$ cat src/rtl/rr_arbiter_16.sv
// Round-robin arbiter for a shared 16:1 bit mux: one-hot grant plus select,
// bounded tenure, and one idle cycle between grants so sel never moves under a live grant.
module rr_arbiter_16 #(
  parameter int HOLD_CYCLES = 4
) (
  input  logic        clk,
  input  logic        rst,
  input  logic [15:0] req,
  output logic [15:0] gnt,
  output logic [3:0]  sel,
  output logic        busy
);

  // Handshake: req[i] is a level held until the requester is done; gnt[i] is
  // the registered acknowledge. A requester owns the mux for every cycle its
  // gnt bit is high, and releases it by dropping req[i] (or by tenure expiry).
  typedef enum logic {
    IDLE  = 1'b0,
    GRANT = 1'b1
  } state_t;

  localparam logic [7:0] HOLD_M1 = 8'(HOLD_CYCLES - 1);

  state_t      state;
  logic [3:0]  ptr;
  logic [7:0]  cnt;

  logic [3:0]  win;
  logic        win_vld;
  logic [3:0]  idx;
  logic        release_now;

  // First requester at or after ptr, wrapping 15 -> 0.
  always_comb begin
    win     = 4'h0;
    win_vld = 1'b0;
    idx     = 4'h0;
    for (int i = 0; i < 16; i++) begin
      idx = ptr + 4'(i);
      if (!win_vld && req[idx]) begin
        win     = idx;
        win_vld = 1'b1;
      end
    end
  end

  assign release_now = !req[sel] || (cnt == 8'h00);

  always_ff @(posedge clk) begin
    if (rst) begin
      state <= IDLE;
      gnt   <= 16'h0000;
      sel   <= 4'h0;
      busy  <= 1'b0;
      ptr   <= 4'h0;
      cnt   <= 8'h00;
    end else begin
      case (state)
        IDLE: begin
          if (win_vld) begin
            gnt   <= 16'b1 << win;
            sel   <= win;
            busy  <= 1'b1;
            cnt   <= HOLD_M1;
            state <= GRANT;
          end
        end
        GRANT: begin
          // sel holds through release; it only moves on the next IDLE->GRANT edge.
          if (release_now) begin
            gnt   <= 16'h0000;
            busy  <= 1'b0;
            ptr   <= sel + 4'h1;
            state <= IDLE;
          end else begin
            cnt <= cnt - 8'h01;
          end
        end
        default: state <= IDLE;
      endcase
    end
  end

endmodule

$ cat config.mk
export PLATFORM = sky130hd
export DESIGN_NAME = rr_arbiter_16
export DESIGN_NICKNAME = d
export VERILOG_FILES = /design/src/rtl/rr_arbiter_16.sv
export SDC_FILE = /design/constraint.sdc
export NUM_CORES = 1
export LEC_CHECK = 0
export ABC_AREA = 1
export BUFFER_PORTS_ARGS = -buffer_cell sky130_fd_sc_hd__buf_2
export CORE_ASPECT_RATIO = 0.6
export CORE_MARGIN = 3
export CORE_UTILIZATION = 45
export DETAILED_ROUTE_END_ITERATION = 10
export GPL_TIMING_DRIVEN = 0
export RECOVER_POWER = 50
export SYNTH_ARGS = -nofsm -noshare
export SYNTH_HDL_FRONTEND = slang
export SYNTH_SLANG_ARGS = --single-unit
$ cat constraint.sdc
create_clock -name clk -period 5.65 [get_ports clk]
set_input_delay 1.13 -clock clk [delete_from_list [all_inputs] [get_ports clk]]
set_output_delay 1.13 -clock clk [all_outputs]
set_load 0.01 [all_outputs]
## Word-level counts from Yosys, hierarchy flattened

Index checks and enable logic that the tools add are counted.

- $add $sub $neg: 17
- Order comparisons: 17
- Eq/ne operators: 3
- Shift-type cells: 1
- Muxes and demuxes: 78
- Bitwise gates (word level): 1
- Reductions and logical operators: 37

Operator list:

| operator | number |
|---|---|
| $lt A4 B5 Y1 const B | 17 |
| $bmux W1 S4 | 17 |
| $mux W4 | 16 |
| $mux W1 | 37 |
| $add A4 B4 Y4 const B | 8 |
| $mux W16 | 2 |
| $pmux W16 S2 | 1 |
| $add A4 B3 Y4 const B | 4 |
| $logic_not A1 Y1 | 16 |
| $mux W8 | 2 |
| $pmux W8 S2 | 1 |
| $shl A1 B4 Y16 const A | 1 |
| $logic_and A1 B1 Y1 | 15 |
| $add A4 B1 Y4 const B | 2 |
| $add A4 B2 Y4 const B | 2 |
| $logic_not A8 Y1 | 1 |
| $reduce_and A2 Y1 | 4 |
| $sub A8 B1 Y8 const B | 1 |
| $ne A2 B2 Y1 const B | 2 |
| $pmux W1 S2 | 2 |
| $ne A2 B1 Y1 const B | 1 |
| $logic_or A1 B1 Y1 | 1 |
| $not A1 Y1 | 1 |

- Register bits after elaboration: 34
- Output and inout port bits: 21
- Logic and storage cells: 160

## Depth between registers and ports, before layout

Gate-level depths: netlist (run 1).

- Depth in word-level cells: 51
- Depth in mapped cells: 27

## Least setup slack after synthesis (run 1)

OpenSTA, ideal clock, no wires.

- Path kind: register -> register
- From: register ptr[1]
- To: register gnt[10]
- Arrival time: 3.396 ns
- Data required time: 5.580 ns
- Path slack: 2.184 ns
- Cell stages (with the launch flop): 25
- Path buffers: 3
- Path through: dfxtp_1 > inv_1 > buf_2 > ha_1 > inv_1 > buf_2 > nand3_1 > nand3_1 > nand2_1 > nand2_1 > nand2_1 > nor2_4 > nand4_2 > nor2_4 > nand4_4 > nor2_4 > nand4_4 > nor3_4 > nand2_2 > nand2_4 > inv_2 > a21oi_4 > buf_6 > nand2_2 > a21oi_2

- Word-level cells in the longest chain between the ends: 51
- Elaborated cells on any way between the ends: 114
- Classes of those cells: 15 x add/sub; 1 x eq/ne; 1 x shift; 66 x mux; 31 x reduce/logical

Ends and longest elaborated chain:

| what | RTL line | RTL |
|---|---|---|
| from (decl) | 25 | `logic [3:0] ptr;` |
| from (signal assigned) | 73 | `ptr <= sel + 4'h1;` |
| parallel branches: the longest is 51 deep, another holds $add A4 B1 Y4 | n/a |  |
| to (signal assigned) | 61 | `gnt <= 16'b1 << win;` |
| to (decl) | 9 | `output logic [15:0] gnt,` |

Several ways; the timed one is not identified. The select of a mux whose other input is x is not followed.
A chain may end at the register's enable or synchronous reset.

## Worst setup path after layout (run 1)

- From: register ptr[1]
- To: register gnt[3]

Same word-level chain as after synthesis.

==> reports/qor.csv, run 1 <==
metric;value;unit
status;complete, no violations;
FF+latch area;680.7;um^2
gr usage total;26.15;%
drt wl/cell;15.40;um
Ports;39;
final setup TNS;0;ps
initial antenna violation count;0;
Root Buffer Master;clkbuf_16;
Yosys reg bits;34;
pin count of the biggest net entering global routing;14;
Critical Path Fanout Max;13;
cell row count;24;
total wire length;11710;um
post-CTS resize count;0;
Final nets;683;
CTS clk-pin slew, worst paths;50;ps
CP max stage delay;540;ps
hpwl dp;9523;um
vias in the first global route;3667;
Die Wd;120.6;um
Pins Over Slew Limit;0;
die height;74.76;um
WP data required;5860;ps
Initial Utilization;47.61;%
CTS tree;built;
number of distinct library cells after synthesis;41;
hold violation total from the final report;0;
clk_lat worst skew;280;ps
first-pass GRT wire length;18370;um
most frequent cells in the layout;nand2_1, nand3_1, nor2_1, inv_1, dfxtp_1;
DRT iter0 DRCs;376;
Synth Cell Area;3546;um^2
Synth Instances;611;
commonest non-fill, non-tap cell in the layout;nand2_1;
Top FF cell, synth;dfxtp_1;
gr ovfl total;0;
RSZ-0062 raised after global routing;false;
Worst Hold Class;register to register;
most used cell along the critical path;nand2_1;
CTS Buf Count;5;
Final ANT Viol Nets;0;
Final Skew;5.852;ps
Multi-input gate area;2532;um^2
clk buf depth;2;
Startpoint Class;register;
H-tree depth;2;
layout cell share with drive strength beyond 1;13.41;%
die area;9016;um^2
Yosys warnings;0;
Synthesized Nets;639;
post-synthesis async set-or-reset flop share;0;%
slew at the pin closest to its max-slew limit;797.1;ps
GPL Wtd Cong;1.005;
post-CTS setup buffers;0;
count of buffers from port buffering;37;
post-DR vias/cell;5.521;
fillcell total;824;
post-synthesis average cell area;5.803;um^2
final setup vio count;0;
kind of critical path;register to register;
Min Clock Period, post-route;4721;ps
synth-to-layout area growth;12.28;%
maxcap violations;0;
register area share after synthesis;19.20;%
fin crit share;83.56;%
Max-slew headroom;46.48;%
fmax;211.8;MHz
crit path DAT;4930;ps
diodes inserted;0;
crit end category;register;
number of synthesized flops with an enable pin;0;
clk sink count;34;
first drt pass iteration count;5;
core area;7447;um^2
drt drc;0;
vias;4196;
CTS Hold Buffers Added;0;
slowest CP cell;dfxtp_1;
-- registers in the layout, summed over array words and instances, names as in the netlist --
register  cells
gnt          16
cnt           8
ptr           4
sel           4
busy          1
state         1
-- area by class of cell --
cell class | instances | area share (%)
plain buffers | 16 | 2.106
repair buffers | 37 | 3.991
inverters | 66 | 6.223
clock inverters | 1 | 0.1257
well taps | 104 | 3.268
clock buffers | 7 | 3.583
flip-flops and latches | 34 | 17.10
multi-input cells | 495 | 63.61
-- per-stage QoR --
stage	cell area [um^2]	setup WS (ps)	util [%]	hold slack, ps	std cells
after global routing	3981	470.2	53.46	480.9	760
final	3981	928.7	53.46	459.5	760
after detailed placement	3861	1253	51.85	451.8	752
after floorplan	3546	2184	-	445.3	611
after global placement	3861	1225	51.85	451.8	752
after CTS	4009	1203	53.83	460.1	760
-- cell usage after synthesis (all sizes together) (2+ instances only) --
library cell / n / area, um^2
a21boi: 2 / 15.01
a21oi: 32 / 216.5
buf: 11 / 66.31
clkbuf: 5 / 18.77
clkinv: 2 / 7.510
dfxtp: 34 / 680.7
ha: 10 / 125.1
inv: 64 / 240.2
nand2: 204 / 815.8
nand3: 114 / 580.6
nand3b: 2 / 15.01
nand4: 12 / 111.4
nor2: 65 / 284.0
nor3: 3 / 26.28
o21a: 3 / 22.52
o21ai: 23 / 118.9
o21bai: 3 / 22.52
o221ai: 2 / 17.52
o22ai: 3 / 18.77
or2: 2 / 12.51
xnor2: 2 / 17.52
xor2: 9 / 78.83
-- per-layer routing --
metal,track usage [%],part of all wire (%),vias up
met4,3.392,0.36,0
met2,34.45,36,199
met5,0,0,-
met1,41.51,52,1908
li1,-,-,2081
met3,8.108,11,8
-- kinds of logic after synthesis --
| family | after synthesis | synth area share, % |
|---|---|---|
| and+or+nand+nor | 402 | 52.05 |
| buffers and inverters | 82 | 9.386 |
| AOI/OAI and AO/OA | 72 | 13.13 |
| DFF | 34 | 19.20 |
| xor gates and xnor gates | 11 | 2.717 |
| adders and majority gates | 10 | 3.529 |
-- critical path, delay by kind of cell (launching register included) --
family	cells	cell delay, ps
simple gates	18	2540
buf+inv	5	1040
flops	1	540
fa+ha+maj	1	390
compound gates	1	130
-- final timing paths --
check / from / endpoint / slack (ps) / depth (start not counted)
worst min-delay path: gnt[2]$_SDFFE_PP0P_ / gnt[2]$_SDFFE_PP0P_ / 460 / 2
worst max-delay path: ptr[1]$_SDFFE_PP0P_ / gnt[3]$_SDFFE_PP0P_ / 930 / 25
worst min register to register: gnt[2]$_SDFFE_PP0P_ / gnt[2]$_SDFFE_PP0P_ / 460 / 2
worst max register to register: ptr[1]$_SDFFE_PP0P_ / gnt[3]$_SDFFE_PP0P_ / 930 / 25
Power of run 1 is left out: the tool's default activity adds up to more than one toggle a clock period on the data nets, which glitch-free logic cannot reach.
==> inputs of run 2 (changes only) <==
PLACE_DENSITY = 0.66   (was not set)
clock period = 4.3 ns   (was 5.65 ns; I/O delays follow)
==> run 2 against run 1 <==
Via count rose by 0.69%. Critical endpoint is now gnt[6]$_SDFFE_PP0P_. First-iteration DRC count rose by 55%. Critical path type unchanged. Worst setup slack got worse by 650 ps. Critical path depth fell by 2. Clock skew fell by 1.7 ps. Die area did not move. Non-clock buffer count fell by 1. Global-route usage rose by 0.68 points. Routed wire length rose by 3.2%. Final cell count fell by 0.13%. Clock-buffer cell count did not move. Sequential share of layout area fell by 0.092 points.
==> reports/qor.csv, run 2 (same netlist as run 1, synthesis figures left out) <==
metric;value;unit;change
PnR worst setup slack;279.8;ps;-648.9 ps
Root Buffer Master;clkbuf_16;;
DRT iter0 DRCs;581;;+55%
clk buf depth;2;;unchanged
commonest non-fill, non-tap cell in the layout;nand2_1;;
cell row count;24;;unchanged
WP data required;4510;ps;-1350 ps
vias;4225;;+0.69%
Initial Utilization;47.61;%;unchanged
hold violation total from the final report;0;;unchanged
RSZ-0062 raised after global routing;false;;
fmax;248.7;MHz;+17%
Final Skew;4.122;ps;-1.730 ps
CTS tree;built;;
Ports;39;;unchanged
Critical Path Fanout Max;13;;unchanged
synth-to-layout area growth;13.30;%;
crit end category;register;;
Die Wd;120.6;um;unchanged
Min Clock Period, post-route;4020;ps;-701.1 ps
fin crit share;93.49;%;+9.9 points
GR Util met3;7.282;%;-0.83 points
max reg flops;16;;unchanged
post-DR vias/cell;5.567;;+0.82%
status;complete, no violations;;
GPL Wtd Cong;0.9859;;-1.9%
clk_lat worst skew;280;ps;about the same
core area;7447;um^2;unchanged
maxcap violations;0;;unchanged
CTS Hold Buffers Added;0;;unchanged
crit path DAT;4230;ps;-700 ps
Inst Count DP;752;;unchanged
vias in the first global route;3670;;+0.082%
hpwl dp;9498;um;-0.26%
Startpoint Class;register;;
count of buffers from port buffering;37;;unchanged
H-tree depth;2;;unchanged
gr ovfl total;0;;unchanged
diodes inserted;0;;unchanged
M1 GR Usage;42.15;%;+0.64 points
slew at the pin closest to its max-slew limit;753.3;ps;-43.82 ps
most frequent cells in the layout;nand2_1, nand3_1, inv_1, nor2_1, dfxtp_1;;
die area;9016;um^2;unchanged
worst slack at placement;-57.85;ps;-1311 ps
first-pass GRT wire length;18950;um;+3.1%
drt wl/cell;15.92;um;+3.4%
total wire length;12080;um;+3.2%
global routing's busiest layer;met1;;
kind of critical path;register to register;;
pin count of the biggest net entering global routing;14;;unchanged
die height;74.76;um;unchanged
CTS clk-pin slew, worst paths;60;ps;about the same
biggest regs;gnt: 16 flops, cnt: 8 flops;;
GR Util met2;37.35;%;+2.9 points
final setup vio count;0;;unchanged
Worst Hold Class;register to register;;
Max-slew headroom;49.42;%;+2.9 points
register name with the most flops;gnt;;
Final nets;682;;-0.15%
drt drc;0;;unchanged
initial antenna violation count;0;;unchanged
layout cell share with drive strength beyond 1;15.11;%;+1.7 points
Pins Over Slew Limit;0;;unchanged
clk sink count;34;;unchanged
Final ANT Viol Nets;0;;unchanged
gr usage total;26.83;%;+0.68 points
CTS Buf Count;5;;unchanged
first drt pass iteration count;5;;unchanged
Non-Filler Instances;759;;-0.13%
-- run 2: cell count changes in the layout (fill, tap and decap cells not counted), sizes merged --
cell / before / now
clkbuf: 34 / 33
-- run 2: cell type report --
type | count | area [um^2]
clock inverter | 1 | 5.005
multi-input combinational | 495 | 2560
timing repair buffer | 37 | 158.9
tap | 104 | 130.1
fill | 786 | 3430
clock buffer | 7 | 142.6
sequential | 34 | 683.2
inverter | 66 | 247.7
buffer | 15 | 90.09
-- run 2: metal layers --
layer | routed length [um] | up-vias
met1 | 5945 | 1905
met5 | 0 | -
li1 | - | 2093
met2 | 4668 | 212
met3 | 1418 | 15
met4 | 52 | 0
-- run 2: worst paths after layout --
check                        from                   end  slack, ps  cells after the start
max reg2reg   ptr[1]$_SDFFE_PP0P_   gnt[6]$_SDFFE_PP0P_        280                     23
min          gnt[14]$_SDFFE_PP0P_  gnt[14]$_SDFFE_PP0P_        470                      2
max           ptr[1]$_SDFFE_PP0P_   gnt[6]$_SDFFE_PP0P_        280                     23
min reg2reg  gnt[14]$_SDFFE_PP0P_  gnt[14]$_SDFFE_PP0P_        470                      2
-- run 2: critical path, cell delays in order (launching register included) --
cell and delay [ps]:
dfxtp_2 420, inv_2 100, buf_6 170, ha_2 380
buf_2 280, nand3_1 140, nand3_1 140, nand2_1 80
nand2_1 90, nand2_1 90, nor2_4 140, nand4_2 130
nor2_4 190, nand4_4 120, nor2_4 170, nand4_4 150
nor3_4 230, nand2_2 90, nand2_4 120, inv_2 70
a21oi_4 220, buf_6 210, nand2_2 70, a21oi_2 140
-- run 2: stage by stage --
step | hold WS [ps] | cell area [um^2] | TNS, ps | util [%]
detailed placement | 456.5 | 3861 | -454.4 | 51.85
finish | 467.7 | 4018 | 0 | 53.95
global placement | 452.3 | 3861 | 0 | 51.85
floorplan | 445.3 | 3546 | 0 | -
CTS | 466.8 | 4005 | 0 | 53.78
global route | 484.4 | 4018 | 0 | 53.95
-- run 2: what timing repair did --
action	CTS	global route
gates resized for setup	0	16
setup buffers	0	0
setup endpoints to repair	15	28
Power of run 2 is left out for the same reason.
